`src/rtl/p874x_rom_loader_arb.sv`:
```
// Program-memory owner for the P874x core: arbitrates the SRAM between host load/readback
// (while the core is held in reset) and the core fetch path (while it runs).
module p874x_rom_loader_arb #(
    parameter int unsigned ADDR_W = 11,
    parameter int unsigned DEPTH  = 2048
) (
    input  logic              clk,
    input  logic              rst,
    input  logic              load_start,
    input  logic [11:0]       load_len,
    input  logic              in_valid,
    input  logic [7:0]        in_data,
    output logic              in_ready,
    output logic              load_done,
    output logic [7:0]        checksum,
    input  logic              rd_req,
    input  logic [ADDR_W-1:0] rd_addr,
    output logic              rd_valid,
    output logic [7:0]        rd_data,
    input  logic              run_start,
    input  logic              run_stop,
    output logic              cmd_err,
    output logic              running,
    output logic              cpu_rst,
    input  logic [ADDR_W-1:0] cpu_rom_addr,
    output logic [7:0]        cpu_rom_val,
    output logic [ADDR_W-1:0] mem_addr,
    input  logic [7:0]        mem_rdata,
    output logic [7:0]        mem_wdata,
    output logic              mem_we
);

    localparam int unsigned LEN_W = 12;

    typedef enum logic [1:0] {ST_HOLD, ST_LOAD, ST_READ, ST_RUN} state_t;

    state_t            state_q, state_d;
    logic [ADDR_W-1:0] cnt_q, cnt_d;
    logic [LEN_W-1:0]  rem_q, rem_d;
    logic [ADDR_W-1:0] rd_addr_q, rd_addr_d;
    logic [7:0]        checksum_d, rd_data_d;
    logic              load_done_d, rd_valid_d, cmd_err_d;
    logic [LEN_W-1:0]  len_clamped;
    logic              any_cmd;

    assign len_clamped = (load_len > LEN_W'(DEPTH)) ? LEN_W'(DEPTH) : load_len;
    assign any_cmd     = load_start | rd_req | run_start | run_stop;

    // State and registered outputs
    always_ff @(posedge clk) begin
        if (rst) begin
            state_q   <= ST_HOLD;
            cnt_q     <= '0;
            rem_q     <= '0;
            rd_addr_q <= '0;
            checksum  <= '0;
            rd_data   <= '0;
            load_done <= 1'b0;
            rd_valid  <= 1'b0;
            cmd_err   <= 1'b0;
        end else begin
            state_q   <= state_d;
            cnt_q     <= cnt_d;
            rem_q     <= rem_d;
            rd_addr_q <= rd_addr_d;
            checksum  <= checksum_d;
            rd_data   <= rd_data_d;
            load_done <= load_done_d;
            rd_valid  <= rd_valid_d;
            cmd_err   <= cmd_err_d;
        end
    end

    // Next-state, memory routing and command checking
    always_comb begin
        state_d     = state_q;
        cnt_d       = cnt_q;
        rem_d       = rem_q;
        rd_addr_d   = rd_addr_q;
        checksum_d  = checksum;
        rd_data_d   = rd_data;
        load_done_d = 1'b0;
        rd_valid_d  = 1'b0;
        cmd_err_d   = cmd_err;
        in_ready    = 1'b0;
        cpu_rst     = 1'b1;
        running     = 1'b0;
        cpu_rom_val = 8'h00;
        mem_addr    = cpu_rom_addr;
        mem_wdata   = 8'h00;
        mem_we      = 1'b0;

        case (state_q)
            ST_HOLD: begin
                if (run_stop) cmd_err_d = 1'b1;
                if (load_start) begin
                    if (rd_req || run_start) cmd_err_d = 1'b1;
                    checksum_d = 8'h00;
                    if (len_clamped == '0) begin
                        load_done_d = 1'b1;
                    end else begin
                        cnt_d   = '0;
                        rem_d   = len_clamped;
                        state_d = ST_LOAD;
                    end
                end else if (rd_req) begin
                    if (run_start) cmd_err_d = 1'b1;
                    rd_addr_d = rd_addr;
                    state_d   = ST_READ;
                end else if (run_start) begin
                    state_d = ST_RUN;
                end
            end

            ST_LOAD: begin
                in_ready  = 1'b1;
                mem_addr  = cnt_q;
                mem_wdata = in_data;
                mem_we    = in_valid;
                if (any_cmd) cmd_err_d = 1'b1;
                if (in_valid) begin
                    cnt_d      = cnt_q + ADDR_W'(1);
                    rem_d      = rem_q - LEN_W'(1);
                    checksum_d = checksum + in_data;
                    if (rem_q == LEN_W'(1)) begin
                        load_done_d = 1'b1;
                        state_d     = ST_HOLD;
                    end
                end
            end

            ST_READ: begin
                mem_addr   = rd_addr_q;
                rd_data_d  = mem_rdata;
                rd_valid_d = 1'b1;
                state_d    = ST_HOLD;
                if (any_cmd) cmd_err_d = 1'b1;
            end

            ST_RUN: begin
                cpu_rst     = 1'b0;
                running     = 1'b1;
                cpu_rom_val = mem_rdata;
                if (load_start || rd_req || run_start) cmd_err_d = 1'b1;
                if (run_stop) state_d = ST_HOLD;
            end

            default: state_d = ST_HOLD;
        endcase
    end

endmodule

```
`config.mk`:
```
export PLATFORM = sky130hd
export DESIGN_NAME = p874x_rom_loader_arb
export DESIGN_NICKNAME = d
export VERILOG_FILES = /design/src/rtl/p874x_rom_loader_arb.sv
export SDC_FILE = /design/constraint.sdc
export NUM_CORES = 1
export LEC_CHECK = 0
export ABC_AREA = 1
export CORE_UTILIZATION = 30
export CTS_BUF_LIST = sky130_fd_sc_hd__clkbuf_4 sky130_fd_sc_hd__clkbuf_8 sky130_fd_sc_hd__clkbuf_16
export CTS_CLUSTER_DIAMETER = 50
export DETAILED_ROUTE_END_ITERATION = 16
export PLACE_DENSITY = 0.56
export SLEW_MARGIN = 20
export SYNTH_ARGS = -nofsm -noshare
export SYNTH_HDL_FRONTEND = slang
export SYNTH_SLANG_ARGS = --single-unit
```
`constraint.sdc`:
```
create_clock -name clk -period 4.4 [get_ports clk]
set_clock_uncertainty 0.05 [all_clocks]
set_input_delay 1.1 -clock clk [delete_from_list [all_inputs] [get_ports clk]]
set_output_delay 1.1 -clock clk [all_outputs]
set_load 0.05 [all_outputs]
```
==> impl_metrics.sql <==
INSERT INTO impl_metrics (metric_group, metric, value, unit) VALUES
('final_layout', 'share_of_the_core_filled_with_cells', '42.5', '%'),
('detailed_routing', 'wire_per_inst', '13.3', 'µm'),
('global_route', 'grt_start_max_net_pins', '35', ''),
('yosys', 'syn-num-nets', '633', ''),
('sta', 'worst-slew-pin-transition', '777', 'ps'),
('critical_path', 'cp-start-kind', 'flop', ''),
('pwr', 'sequentialPowerShare', '22.6', '%'),
('clocking', 'clock_buffer_count_from_cts', '5', ''),
('placed_design', 'place_congestion', '0.819', ''),
('critical_path', 'crit_required', '3250', 'ps'),
('die', 'die_w', '110', 'µm'),
('yosys', 'post_synth_main_area_contributors', 'sky130_fd_sc_hd__dfxtp_1 31%, sky130_fd_sc_hd__nand2_1 15%, sky130_fd_sc_hd__a21oi_1 9.3%', ''),
('critical_path', 'criticalPathCategory', 'flop to primary output', ''),
('yosys', 'ys_seq_elements', '55', ''),
('yosys', 'synth_most_common_cell', 'sky130_fd_sc_hd__nand2_1', ''),
('yosys', 'synthDominantAreaCellType', 'sky130_fd_sc_hd__dfxtp_1', ''),
('detailed_routing', 'totalWireLength', '10600', 'µm'),
('clocking', 'cts.repair_timing.setup_buffer_count', '0', ''),
('sta', 'slew_headroom', '48.2', '%'),
('global_route', 'global_route.usage.total', '18.1', '%'),
('sta', 'fmax', '0.262', 'GHz'),
('global_route', 'grt_overflow', '0', ''),
('yosys', 'syn-instance-count', '560', ''),
('final_layout', 'fin_nets', '729', ''),
('yosys', 'yosysSeqAreaShare', '31.4', '%'),
('clocking', 'clkTransAtPathRegs', '80', 'ps'),
('global_route', 'grt_antenna_before_repair', '0', ''),
('sta', 'timing.final.hold_violations', '0', ''),
('detailed_routing', 'detail_route.vias_per_cell', '4.79', ''),
('yosys', 'syn_area', '3510', 'µm²'),
('run', 'drv_cap', '0', ''),
('sta', 'max_slew_violation_count', '0', ''),
('detailed_routing', 'num_vias', '3829', ''),
('sta', 'fin_setup_tns', '0', 'ps'),
('pwr', 'power.share.switching', '51.2', '%'),
('sta', 'rsz_0062_raised_after_global_routing', 'false', ''),
('clocking', 'cts-htree-levels', '2', ''),
('critical_path', 'timing.critical_path.to_type', 'primary output', ''),
('clocking', 'clockRootBuffer', 'sky130_fd_sc_hd__clkbuf_16', ''),
('clocking', 'postCtsHoldBufs', '0', ''),
('final_layout', 'n_antenna_cell', '0', ''),
('sta', 'period_share', '86.9', '%'),
('pwr', 'clockPowerShare', '15.5', '%'),
('global_route', 'grt_pass1_wl', '17400', 'µm'),
('final_layout', 'drive_gt1_share', '4.12', '%'),
('pwr', 'intPower', '1.44', 'mW'),
('pwr', 'cellLeakagePower', '2.05', 'nW'),
('yosys', 'synth_enable_flop_cells', '0', ''),
('pwr', 'power_per_cell_area', '608', 'nW/µm²'),
('placed_design', 'portBuffers', '106', ''),
('sta', 'period_minus_slack', '3820', 'ps'),
('detailed_routing', 'drt.antenna.violating_nets', '0', ''),
('die', 'ioPinCount', '107', ''),
('pwr', 'maximum_resistive_drop_on_vdd', '466', 'µV'),
('detailed_routing', 'firstDrtPassIters', '4', ''),
('die', 'core.rowCount', '39', ''),
('critical_path', 'cp_data_arrival_time', '2670', 'ps'),
('clocking', 'tritoncts', 'done', ''),
('die', 'floorplan.die_area', '12100', 'µm²'),
('critical_path', 'critical_path_peak_fanout', '21', ''),
('yosys', 'post_synth.cell_area_avg', '6.27', 'µm²'),
('clocking', 'tritoncts_num_sinks', '55', ''),
('yosys', 'synth-warning-count', '0', ''),
('worst_hold_path', 'holdCritPathClass', 'flop to flop', ''),
('yosys', 'synth-async-reset-ratio', '0', '%'),
('die', 'fp.dieH', '110', 'µm'),
('clocking', 'clock_tree.buffer_depth', '2', ''),
('yosys', 'synth_top_area_share', '31.4', '%'),
('sta', 'setup_violations', '0', ''),
('outcome', 'run_status', 'completed', ''),
('detailed_routing', 'route.detailed.drc', '0', ''),
('pwr', 'p_sw', '1.51', 'mW'),
('global_route', 'first_global_vias', '3733', ''),
('final_layout', 'synthToLayoutAreaGrowth', '38.2', '%'),
('die', 'coreArea', '11400', 'µm²'),
('clocking', 'insertion_delay', '290', 'ps'),
('detailed_routing', 'detail_route.iter0.violations', '139', ''),
('yosys', 'yosys_most_used_dff', 'sky130_fd_sc_hd__dfxtp_1', ''),
('yosys', 'synth_cell_types', '35', ''),
('clocking', 'postCtsResizedCells', '0', ''),
('yosys', 'synth_commonest_cells', '139 x sky130_fd_sc_hd__nand2_1, 82 x sky130_fd_sc_hd__nor2_1, 65 x sky130_fd_sc_hd__a21oi_1', ''),
('placed_design', 'dp.final_hpwl', '7830', 'µm'),
('die', 'effective_utilization_at_floorplan', '30.7', '%'),
('pwr', 'power_frac_comb', '61.9', '%');
sequential cells by signal (all words and copies together) (netlist names):
name,cells
rd_data,8
state_q,2
rd_valid,1
load_done,1
rem_q,12
cnt_q,11
checksum,8
cmd_err,1
rd_addr_q,11
cells in the final DEF, fill, tap and decap left out, types with 8 or more instances in the layout:
cell type                           n
sky130_fd_sc_hd__nand2_1          139
sky130_fd_sc_hd__clkdlybuf4s50_1  106
sky130_fd_sc_hd__nor2_1            82
sky130_fd_sc_hd__a21oi_1           65
sky130_fd_sc_hd__dfxtp_1           55
sky130_fd_sc_hd__nand3_1           52
sky130_fd_sc_hd__inv_1             50
sky130_fd_sc_hd__o21ai_0           23
sky130_fd_sc_hd__ha_1              15
sky130_fd_sc_hd__nand4_1            8
worst paths after layout:
check | startpoint | end | slack [ps] | cells after the start
worst max-delay path | state_q[1] | mem_addr[10] | 580 | 5
worst min-delay path | rd_addr_q[4] | rd_addr_q[4] | 420 | 2
worst max register to register | state_q[1] | rem_q[1] | 1160 | 13
worst min register to register | rd_addr_q[4] | rd_addr_q[4] | 420 | 2
routing by layer:
| layer | up-vias | part of all wire (%) | global-route usage, % |
|---|---|---|---|
| met1 | 1726 | 47 | 23.3 |
| met2 | 94 | 47 | 30.6 |
| met3 | 8 | 5.2 | 3.88 |
| li1 | 2001 | - | - |
| met4 | 0 | 1.0 | 4.61 |
| met5 | - | 0 | 0 |
worst max-delay path: stages, from the launching register on:
cell                              delay (ps)
sky130_fd_sc_hd__dfxtp_1                 350
sky130_fd_sc_hd__inv_1                   120
sky130_fd_sc_hd__ha_1                    670
sky130_fd_sc_hd__nand2_1                 210
sky130_fd_sc_hd__a21oi_1                 200
sky130_fd_sc_hd__clkdlybuf4s50_1         820
kinds of logic (layout without fill, tap and decap cells):
family	after synthesis	after routing	synth area share [%]
XOR/XNOR	9	9	2.25
AND/OR/NAND/NOR	301	301	36.4
flip-flops	55	55	31.4
buffers and inverters	77	173	8.84
AO/OA/AOI/OAI	102	102	15.3
adder cells (fa/ha/maj)	16	16	5.92
final cells by class:
type                            count  area (µm²)
Timing Repair Buffer              112        1110
Fill cell                        1229        6570
Tap cell                          143         179
Clock buffer                        5         125
Sequential cell                    55        1100
Inverter                           54         203
Clock inverter                      2        37.5
Multi-Input combinational cell    428        2100
through the flow:
step	setup slack [ps]	instance area, µm²	cells	hold WS [ps]	total power, mW
2_1_floorplan	824	3510	560	389	1.96
3_3_place_gp	639	4690	792	396	2.49
3_5_place_dp	667	4690	792	403	2.50
4_1_cts	563	4850	799	415	2.96
5_1_grt	355	4850	799	428	3.15
6_report	577	4850	799	416	2.95
power groups by stage:
stage / logic (mW) / registers [mW] / clock network [mW]
2_1_floorplan: 1.16 / 0.799 / 0
3_3_place_gp: 1.82 / 0.673 / 0
3_5_place_dp: 1.83 / 0.678 / 0
4_1_cts: 1.83 / 0.667 / 0.465
5_1_grt: 1.99 / 0.682 / 0.482
6_report: 1.82 / 0.667 / 0.456
No activity file was read; power rests on OpenSTA's default activity.
